<file path="config.mk">
export PLATFORM = sky130hd
export DESIGN_NAME = cam_capture_px
export DESIGN_NICKNAME = d
export VERILOG_FILES = /design/src/rtl/cam_capture_px.sv
export SDC_FILE = /design/constraint.sdc
export NUM_CORES = 1
export LEC_CHECK = 0
export BUFFER_PORTS_ARGS = -buffer_cell sky130_fd_sc_hd__clkbuf_2
export CORE_ASPECT_RATIO = 1.25
export CORE_MARGIN = 5
export CORE_UTILIZATION = 55
export CTS_CLUSTER_DIAMETER = 50
export DETAILED_ROUTE_END_ITERATION = 12
export GPL_ROUTABILITY_DRIVEN = 0
export MAX_ROUTING_LAYER = met4
export PLACE_DENSITY = 0.77
export SKIP_CTS_REPAIR_TIMING = 1
export SLEW_MARGIN = 5
export SYNTH_ARGS = -nofsm -noshare
export SYNTH_HDL_FRONTEND = slang
export SYNTH_SLANG_ARGS = --single-unit
</file>
<file path="constraint.sdc">
create_clock -name p_clock -period 2.4 [get_ports p_clock]
set_clock_uncertainty 0.1 [all_clocks]
set_input_delay 0.48 -clock p_clock [delete_from_list [all_inputs] [get_ports p_clock]]
set_output_delay 0.48 -clock p_clock [all_outputs]
set_load 0.02 [all_outputs]
</file>
<file path="src/rtl/cam_capture_px.sv">
// Pixel-capture front end for an 8-bit parallel camera bus: pairs bytes into pixels,
// converts them to an 8-bit stored format and generates linear frame-buffer write addresses.
module cam_capture_px #(
  parameter int unsigned H_RES  = 160,
  parameter int unsigned V_RES  = 120,
  parameter int unsigned ADDR_W = 15,
  parameter int unsigned FCNT_W = 8
) (
  input  logic              p_clock,
  input  logic              rst,
  input  logic              enable,
  input  logic              mode,
  input  logic              vsync,
  input  logic              href,
  input  logic [7:0]        p_data,
  output logic [7:0]        pixel_data,
  output logic [ADDR_W-1:0] pixel_addr,
  output logic              pixel_valid,
  output logic              frame_done,
  output logic [FCNT_W-1:0] frame_cnt,
  output logic              capturing,
  output logic              overflow
);

  localparam int unsigned XW = $clog2(H_RES + 1);
  localparam int unsigned YW = $clog2(V_RES + 1);

  localparam logic [XW-1:0]     HLimit   = XW'(H_RES);
  localparam logic [YW-1:0]     VLimit   = YW'(V_RES);
  localparam logic [ADDR_W-1:0] LineStep = ADDR_W'(H_RES);

  typedef enum logic [1:0] {StIdle, StWaitHi, StWaitLo, StCapture} state_e;

  state_e state_q, state_d;

  logic              vsync_d, href_d;
  logic              phase_q;
  logic [7:0]        b1_q;
  logic [XW-1:0]     x_q;
  logic [YW-1:0]     y_q;
  logic [ADDR_W-1:0] line_base_q;
  logic              mode_q;

  logic vsync_rise, vsync_fall;
  logic frame_start, frame_end;
  logic pix_store;
  logic [7:0] pix_conv;

  assign vsync_rise = vsync & ~vsync_d;
  assign vsync_fall = ~vsync & vsync_d;

  // State register
  always_ff @(posedge p_clock) begin
    if (rst) begin
      state_q <= StIdle;
    end else begin
      state_q <= state_d;
    end
  end

  // Next-state logic; arming only waits for a full vsync high/low cycle so a
  // partial frame is never captured.
  always_comb begin
    state_d = state_q;
    unique case (state_q)
      StIdle:    if (enable) state_d = StWaitHi;
      StWaitHi:  if (vsync) state_d = StWaitLo;
      StWaitLo:  if (vsync_fall) state_d = StCapture;
      StCapture: if (vsync_rise) state_d = enable ? StWaitLo : StIdle;
      default:   state_d = StIdle;
    endcase
  end

  // FSM outputs
  always_comb begin
    capturing   = (state_q == StCapture);
    frame_start = (state_q == StWaitLo) && vsync_fall;
    frame_end   = (state_q == StCapture) && vsync_rise;
  end

  assign pix_store = (x_q < HLimit) && (y_q < VLimit);
  assign pix_conv  = mode_q ? b1_q : {b1_q[7:5], b1_q[2:0], p_data[4:3]};

  always_ff @(posedge p_clock) begin
    if (rst) begin
      vsync_d     <= 1'b0;
      href_d      <= 1'b0;
      phase_q     <= 1'b0;
      b1_q        <= '0;
      x_q         <= '0;
      y_q         <= '0;
      line_base_q <= '0;
      mode_q      <= 1'b0;
      pixel_data  <= '0;
      pixel_addr  <= '0;
      pixel_valid <= 1'b0;
      frame_done  <= 1'b0;
      frame_cnt   <= '0;
      overflow    <= 1'b0;
    end else begin
      vsync_d     <= vsync;
      href_d      <= href;
      pixel_valid <= 1'b0;
      frame_done  <= 1'b0;

      if (frame_start) begin
        x_q         <= '0;
        y_q         <= '0;
        line_base_q <= '0;
        phase_q     <= 1'b0;
        overflow    <= 1'b0;
        mode_q      <= mode;
      end else if (capturing) begin
        if (href) begin
          phase_q <= ~phase_q;
          if (!phase_q) begin
            b1_q <= p_data;
          end else if (pix_store) begin
            pixel_valid <= 1'b1;
            pixel_data  <= pix_conv;
            pixel_addr  <= line_base_q + ADDR_W'(x_q);
            x_q         <= x_q + 1'b1;
          end else begin
            // Pixel beyond the stored window: drop it, x stays saturated.
            overflow <= 1'b1;
          end
        end else begin
          phase_q <= 1'b0;
          // Empty lines (no stored pixel) do not consume a frame-buffer row.
          if (href_d && (x_q != '0)) begin
            y_q         <= y_q + 1'b1;
            line_base_q <= line_base_q + LineStep;
            x_q         <= '0;
          end
        end

        if (frame_end) begin
          frame_done <= 1'b1;
          frame_cnt  <= frame_cnt + 1'b1;
        end
      end
    end
  end

endmodule

</file>
* Word-level counts from Yosys, hierarchy flattened
Cells that the tools add are included.
** Operators by class
- Add/sub/neg operators :: 5
- $lt $le $gt $ge :: 2
- Equal/unequal tests :: 9
- Multiplexer cells :: 14
- Bitwise operators :: 9
- Reductions and logical operators :: 17
** Operators by type and width (number)
- $mux 8 :: 4
- $add 8x1->8 const B :: 2
- $reduce_and 4->1 :: 4
- $add 15x8->15 :: 1
- $add 15x8->15 const B :: 1
- $mux 2 :: 5
- $lt 8x8->1 const B :: 1
- $pmux 2 s4 :: 1
- $reduce_bool 8->1 :: 1
- $add 7x1->7 const B :: 1
- $lt 7x7->1 const B :: 1
- $not 1->1 :: 7
- $ne 2x1->1 const B :: 3
- $ne 2x2->1 const B :: 3
- $reduce_and 3->1 :: 2
- $mux 5 :: 1
- $reduce_and 5->1 :: 1
- $reduce_or 5->1 :: 1
- $eq 2x2->1 const B :: 2
- $logic_and 1x1->1 :: 4
- $mux 1 :: 3
- $reduce_or 3->1 :: 1
- $and 1x1->1 :: 2
- $eq 2x1->1 const B :: 1
- 3 further kinds :: 3
** Storage, ports and cells
- Register bits :: 78
- Word-level logic and storage cells :: 71

* Depth between registers and ports, before layout
Gate-level depths: netlist of the first run.
- Depth after elaboration :: 5
- Gate-level depth with buffers :: 7
- Depth with buffers taken out :: 7

* Least setup slack after synthesis of the first run
OpenSTA, ideal clock, no wires.
- Path type :: input -> register
- From :: in href
- To :: reg line_base_q[14]
- Library setup time :: 70 ps
- Arrival :: 1688 ps
- Required time :: 2230 ps
- Slack :: 542 ps
- Cell stages on the path :: 5
- Buffers on the path :: 1
- Cells stage by stage :: buf_6 nand4b_4 a2111oi_4 or3b_1 a21oi_1
** On the way
- Longest elaborated chain between the ends :: 2
** RTL lines
- start, declared :: RTL line 14 : input logic href,
- $not 1->1 (no source line)
- $reduce_and 3->1 (no source line)
- end signal, assigned :: RTL line 132 : line_base_q <= line_base_q + LineStep;
- end, declared :: RTL line 41 : logic [ADDR_W-1:0] line_base_q;
Every way passes these cells.
A chain may end at the register's enable or synchronous reset.

* Final worst setup path of the first run
- From :: reg x_q[5]
- To :: reg pixel_addr[11]
** On the way
- Longest elaborated chain between the ends :: 3
- Elaborated cells between the ends (all ways) :: 4
- Those cells by class :: add/sub: 1; order compare: 1; reduce/logical: 2
** RTL lines
- start, declared :: RTL line 39 : logic [XW-1:0] x_q;
- start signal, assigned :: RTL line 122 : x_q <= x_q + 1'b1;
- $lt 8x8->1 :: RTL line 81 : assign pix_store = (x_q < HLimit) && (y_q < VLimit);
- $logic_and 1x1->1 :: RTL line 81
- $reduce_and 5->1 (no source line)
- end signal, assigned :: RTL line 121 : pixel_addr <= line_base_q + ADDR_W'(x_q);
- end, declared :: RTL line 17 : output logic [ADDR_W-1:0] pixel_addr,
Several ways; a longest one is shown, not always the timed one.

==> impl_metrics.yaml, run 1 <==
run_status:
  outcome: "complete, no violations"
global_route:
  track_usage_pct: 20.1
  use_met3_pct: 5.39
  grt_pass1_wl_um: 12200
  gr-usage-met2_pct: 32.2
  grt_use_met1_pct: 23.7
  grt_max_degree: 49
  antenna_found_initial: 0
  grt.overflow.total: 0
  grt_pass1_vias: 2682
  grt.busiest_layer: "met2"
run:
  max_cap_violations: 0
placed_design:
  dp_hpwl_um: 4940
  io_buffers: 48
  dp_cells: 490
finish:
  final_cell_mix: "dfxtp_1 (73), nand2_1 (61), clkbuf_2 (48), nor2_1 (41), a21oi_1 (34)"
  stdcell_count: 506
  nets: 442
  syn2layout_area_growth_pct: 16.0
  diodes: 0
  final_common_cell: "dfxtp_1"
  fillers: 486
  drive_gt1_share_pct: 19.3
synth:
  synth_top_flop_cell: "dfxtp_1"
  synth-edff-count: 0
  synth_cell_types: 52
  netlist_area_mm2: 0.00333
  ys_seq_area_share_pct: 43.8
  synth_seq_cells: 73
  synthesis.nets: 404
  synth_cells: 381
  ys_async_sr_fraction_pct: 0
  synth_warnings: 0
  avgSynthCellArea_um2: 8.75
worst_setup_path:
  worstSetupStartpointType: "flip-flop"
  crit_type: "flip-flop to flip-flop"
  crit_path_end_kind: "flip-flop"
  cp_max_fo: 8
  arrival_ns: 2.32
  cp.required_ns: 2.57
floorplanning:
  io_pins: 49
  die_y_um: 97.0
  start_util_pct: 56.9
  core_area_mm2: 0.00586
  die_area_mm2: 0.00773
  die_w_um: 79.6
  num_rows: 31
clock_network:
  cts.clk_slew.worst_paths_ns: 0.08
  worstSkewPairLatency_ns: 0.35
  ctsHtreeMaxLevel: 3
  clk_path_buf_depth: 2
  root_buffer: "clkbuf_8"
  cts_inserted_buffers: 9
  cts_tree: "built"
  clock-sinks: 73
timing:
  relSlewSlack_pct: 60.4
  setup-violations-final: 0
  worst_slew_pin_slew_ns: 0.590
  layout_min_cycle_time_ns: 2.15
  fin_setup_tns_ns: 0
  slew_violations: 0
  hold_viol: 0
  fmax_ghz: 0.464
  rsz0062_at_grt: "false"
  fin_crit_sh_pct: 89.7
pwr:
  power_density_mw_per_mm2: 661
  ir_worst_vdd_uv: 601
  p_leak_nw: 1.43
  finalPower_mw: 2.55
route:
  vias: 2768
  dr.pass1.iters: 4
  vias_per_cell: 5.47
  totalWireLength_um: 7130
  drcViolationCount: 0
  wl_per_cell_um: 14.1
  drt-initial-drc-count: 195
  antenna_left: 0
min_path:
  hold_path.class: "primary input to flip-flop"
==> metal layers <==
metal,wire length [um],share of wire [%],up-vias
li1,-,-,1401
met1,3170,44,1298
met2,3500,49,58
met3,302,4.2,11
met4,155,2.2,0
met5,0,0,-
==> kinds of logic after synthesis <==
logic type	synth area share [%]
buffers and inverters	4.69
adder cells (fa/ha/maj)	3.60
XOR/XNOR	6.31
multiplexers	2.74
AND/OR/NAND/NOR	22.7
AO/OA/AOI/OAI	16.1
flip-flops	43.8
==> per-stage QoR <==
stage | util (%) | worst slack [ns] | hold WS, ns | area, um^2
floorplan | - | 0.542 | 0.332 | 3330
finish | 66.0 | 0.247 | 0.241 | 3870
detailed placement | 61.5 | 0.270 | 0.347 | 3600
global placement | 61.5 | 0.337 | 0.342 | 3600
CTS | 66.0 | 0.257 | 0.238 | 3870
global route | 66.0 | 0.154 | 0.242 | 3870
==> worst max-delay path: stages, from the launching register on <==
cell       delay (ns)
dfxtp_1          0.51
ha_1             0.24
inv_1            0.06
fa_1             0.40
nor2b_1          0.22
o2111ai_1        0.15
xor2_1           0.17
a211oi_1         0.22
==> cells in the mapped netlist, types with 2 or more instances <==
library cell	number	area share (%)
and3_1	2	0.38
nand2_1	61	6.9
mux2i_1	8	2.4
dfxtp_1	73	44
nand3b_1	3	0.68
and2_1	2	0.38
nor3_1	6	0.90
nand4_1	6	1.1
o21ai_0	5	0.75
xnor2_1	15	3.9
a21o_1	2	0.45
buf_6	2	0.68
or3_1	4	0.75
o211ai_1	4	0.90
nor2b_1	3	0.56
buf_4	2	0.45
nor2_1	41	4.6
inv_1	8	0.90
buf_1	2	0.23
or4_1	2	0.45
and4_1	2	0.53
clkbuf_1	15	1.7
a211oi_1	20	4.5
nand3_1	11	1.7
o221a_2	3	1.0
a21oi_1	34	5.1
o31ai_1	2	0.45
xor2_1	9	2.4
buf_2	4	0.60
ha_1	8	3.0
==> sequential cells by signal (all words and copies together) (netlist names), 2 cells and up <==
name,cells
line_base_q,10
pixel_data,8
pixel_addr,15
x_q,8
b1_q,8
frame_cnt,8
y_q,7
state_q,2
==> power by group <==
group / internal (mW) / total (mW) / switching, mW / leakage (nW)
Combinational: 0.0203 / 0.0578 / 0.0374 / 0.711
Sequential: 1.22 / 1.23 / 0.0102 / 0.589
Clock: 0.797 / 1.27 / 0.473 / 0.133
==> path summary, 6_finish.rpt <==
path | end | start | slack [ns] | depth (start not counted)
worst max register to register | pixel_addr[11] | x_q[5] | 0.25 | 7
worst max-delay path | pixel_addr[11] | x_q[5] | 0.25 | 7
worst min register to register | b1_q[7] | b1_q[7] | 0.36 | 2
worst min-delay path | b1_q[2] | p_data[2] | 0.24 | 3
==> final cells by class <==
| cell class | instances | area, um^2 | share of cell area, % |
|---|---|---|---|
| Sequential cell | 73 | 1460 | 37.8 |
| Clock inverter | 7 | 143 | 3.69 |
| Tap cell | 82 | 103 | 2.65 |
| Timing Repair Buffer | 53 | 290 | 7.51 |
| Inverter | 8 | 30.0 | 0.777 |
| Clock buffer | 9 | 124 | 3.20 |
| Multi-Input combinational cell | 274 | 1720 | 44.4 |
Power figures use the tool's default switching activity.
==> run 2, diff against run 1 <==
--- a/config.mk
+++ b/config.mk
@@ -12,10 +12,10 @@
 export CTS_CLUSTER_DIAMETER = 50
 export DETAILED_ROUTE_END_ITERATION = 12
 export GPL_ROUTABILITY_DRIVEN = 0
-export MAX_ROUTING_LAYER = met4
 export PLACE_DENSITY = 0.77
 export SKIP_CTS_REPAIR_TIMING = 1
 export SLEW_MARGIN = 5
 export SYNTH_ARGS = -nofsm -noshare
 export SYNTH_HDL_FRONTEND = slang
 export SYNTH_SLANG_ARGS = --single-unit
+export TNS_END_PERCENT = 5
==> run 2 against run 1 <==
Sequential share of layout area stayed put. Clock-buffer cell count stayed put. Largest power group unchanged. Worst setup slack better by 0.0016 ns. Wire length is 0.50% higher.
==> impl_metrics.yaml, run 2 (same netlist as run 1, synthesis figures left out) <==
floorplanning:
  die_w_um: 79.6
  start_util_pct: 56.9
  core_area_mm2: 0.00586
  die_y_um: 97.0
  die_area_mm2: 0.00773
  num_rows: 31
  io_pins: 49
timing:
  fmax_ghz: 0.465
  fin_ws_ns: 0.248
  rsz0062_at_grt: "false"
  hold_viol: 0
  fin_setup_tns_ns: 0
  layout_min_cycle_time_ns: 2.15
  worst_slew_pin_slew_ns: 0.590
  holdWs_ns: 0.239
  slew_violations: 0
  setup-violations-final: 0
  relSlewSlack_pct: 60.4
  fin_crit_sh_pct: 89.7
clock_network:
  clk_path_buf_depth: 2
  cts_inserted_buffers: 9
  cts_tree: "built"
  root_buffer: "clkbuf_8"
  worstSkewPairLatency_ns: 0.35
  clock-sinks: 73
  ctsHtreeMaxLevel: 3
  cts.clk_slew.worst_paths_ns: 0.08
finish:
  syn2layout_area_growth_pct: 16.0
  drive_gt1_share_pct: 19.3
  final_cell_mix: "dfxtp_1 (73), nand2_1 (61), clkbuf_2 (48), nor2_1 (41), a21oi_1 (34)"
  largest_register_ffs: 15
  largestRegisters: "pixel_addr x15, line_base_q x10"
  nets: 442
  diodes: 0
  post-route-util_pct: 66.0
  final_common_cell: "dfxtp_1"
  largest-register: "pixel_addr"
global_route:
  grt_max_degree: 49
  grt_pass1_wl_um: 12200
  grt_pass1_vias: 2680
  antenna_found_initial: 0
  grt.overflow.total: 0
  track_usage_pct: 19.5
run:
  max_cap_violations: 0
worst_setup_path:
  cp_slowest_cell: "dfxtp_1"
  cp.required_ns: 2.56
  crit_family: "adder cells"
  worstSetupStartpointType: "flip-flop"
  critPathMaxStageDelay_ns: 0.51
  arrival_ns: 2.32
  crit_chain: "ha_1 -> inv_1 -> fa_1 -> nor2b_1 -> o2111ai_1 -> xor2_1 -> a211oi_1"
  cp_max_fo: 8
  crit_path_end_kind: "flip-flop"
  worst-path-buf-inv: 1
  crit_type: "flip-flop to flip-flop"
route:
  antenna_left: 0
  vias: 2765
  drcViolationCount: 0
  wl_per_cell_um: 14.2
  totalWireLength_um: 7170
  drt-initial-drc-count: 194
  dr.pass1.iters: 4
  vias_per_cell: 5.46
min_path:
  hold_path.class: "primary input to flip-flop"
pwr:
  p_comb_share_pct: 2.3
  ir_worst_vdd_uv: 601
  p_sw_uw: 522
  power_density_mw_per_mm2: 661
  switching_share_pct: 20.4
  p_leak_nw: 1.43
  internal-power_mw: 2.03
  pwr-share-clk_pct: 49.8
  seq_power_share_pct: 48.0
placed_design:
  pre_cts_slack_ns: 0.270
  io_buffers: 48
  dp_hpwl_um: 4940
run_status:
  outcome: "complete, no violations"
==> run 2: cell counts in the layout (fill, tap and decap cells not counted) <==
Identical to the previous run, type by type.
==> run 2: power groups by stage <==
stage | combinational, mW | sequential [mW] | clock (mW)
floorplan | 0.0464 | 1.25 | 0
global placement | 0.0563 | 1.25 | 0
detailed placement | 0.0580 | 1.25 | 0
CTS | 0.0583 | 1.23 | 1.28
global route | 0.0640 | 1.23 | 1.35
finish | 0.0579 | 1.23 | 1.27
==> run 2: final timing paths <==
path	endpoint	cells past startpoint	startpoint	slack, ns
min reg2reg	b1_q[7]	2	b1_q[7]	0.36
max reg2reg	pixel_addr[11]	7	x_q[5]	0.25
max	pixel_addr[11]	7	x_q[5]	0.25
min	b1_q[2]	3	p_data[2]	0.24
==> run 2: per-stage QoR <==
stage / cell area [um^2] / power [mW] / cells
floorplan: 3330 / 1.29 / 381
global placement: 3600 / 1.31 / 490
detailed placement: 3600 / 1.31 / 490
CTS: 3870 / 2.56 / 506
global route: 3870 / 2.64 / 506
finish: 3870 / 2.56 / 506
==> run 2: layout make-up <==
class                   instances  area [um^2]
fillers                       486         1990
multi-input cells             274         1720
flip-flops and latches         73         1460
repair buffers                 53          290
clock inverters                 7          143
clock buffers                   9          124
well taps                      82          103
inverters                       8         30.0
==> run 2: tightest hold or removal path: stages <==
cell and delay [ns]:
clkbuf_2 0.08, nand2_1 0.04, a21oi_1 0.05
==> run 2: routing by layer <==
| metal | vias up | track usage, % | wire length [um] |
|---|---|---|---|
| met3 | 11 | 5.58 | 305 |
| met1 | 1301 | 23.6 | 3190 |
| met5 | - | 0 | 0 |
| li1 | 1401 | - | - |
| met2 | 52 | 32.2 | 3510 |
| met4 | 0 | 7.80 | 163 |
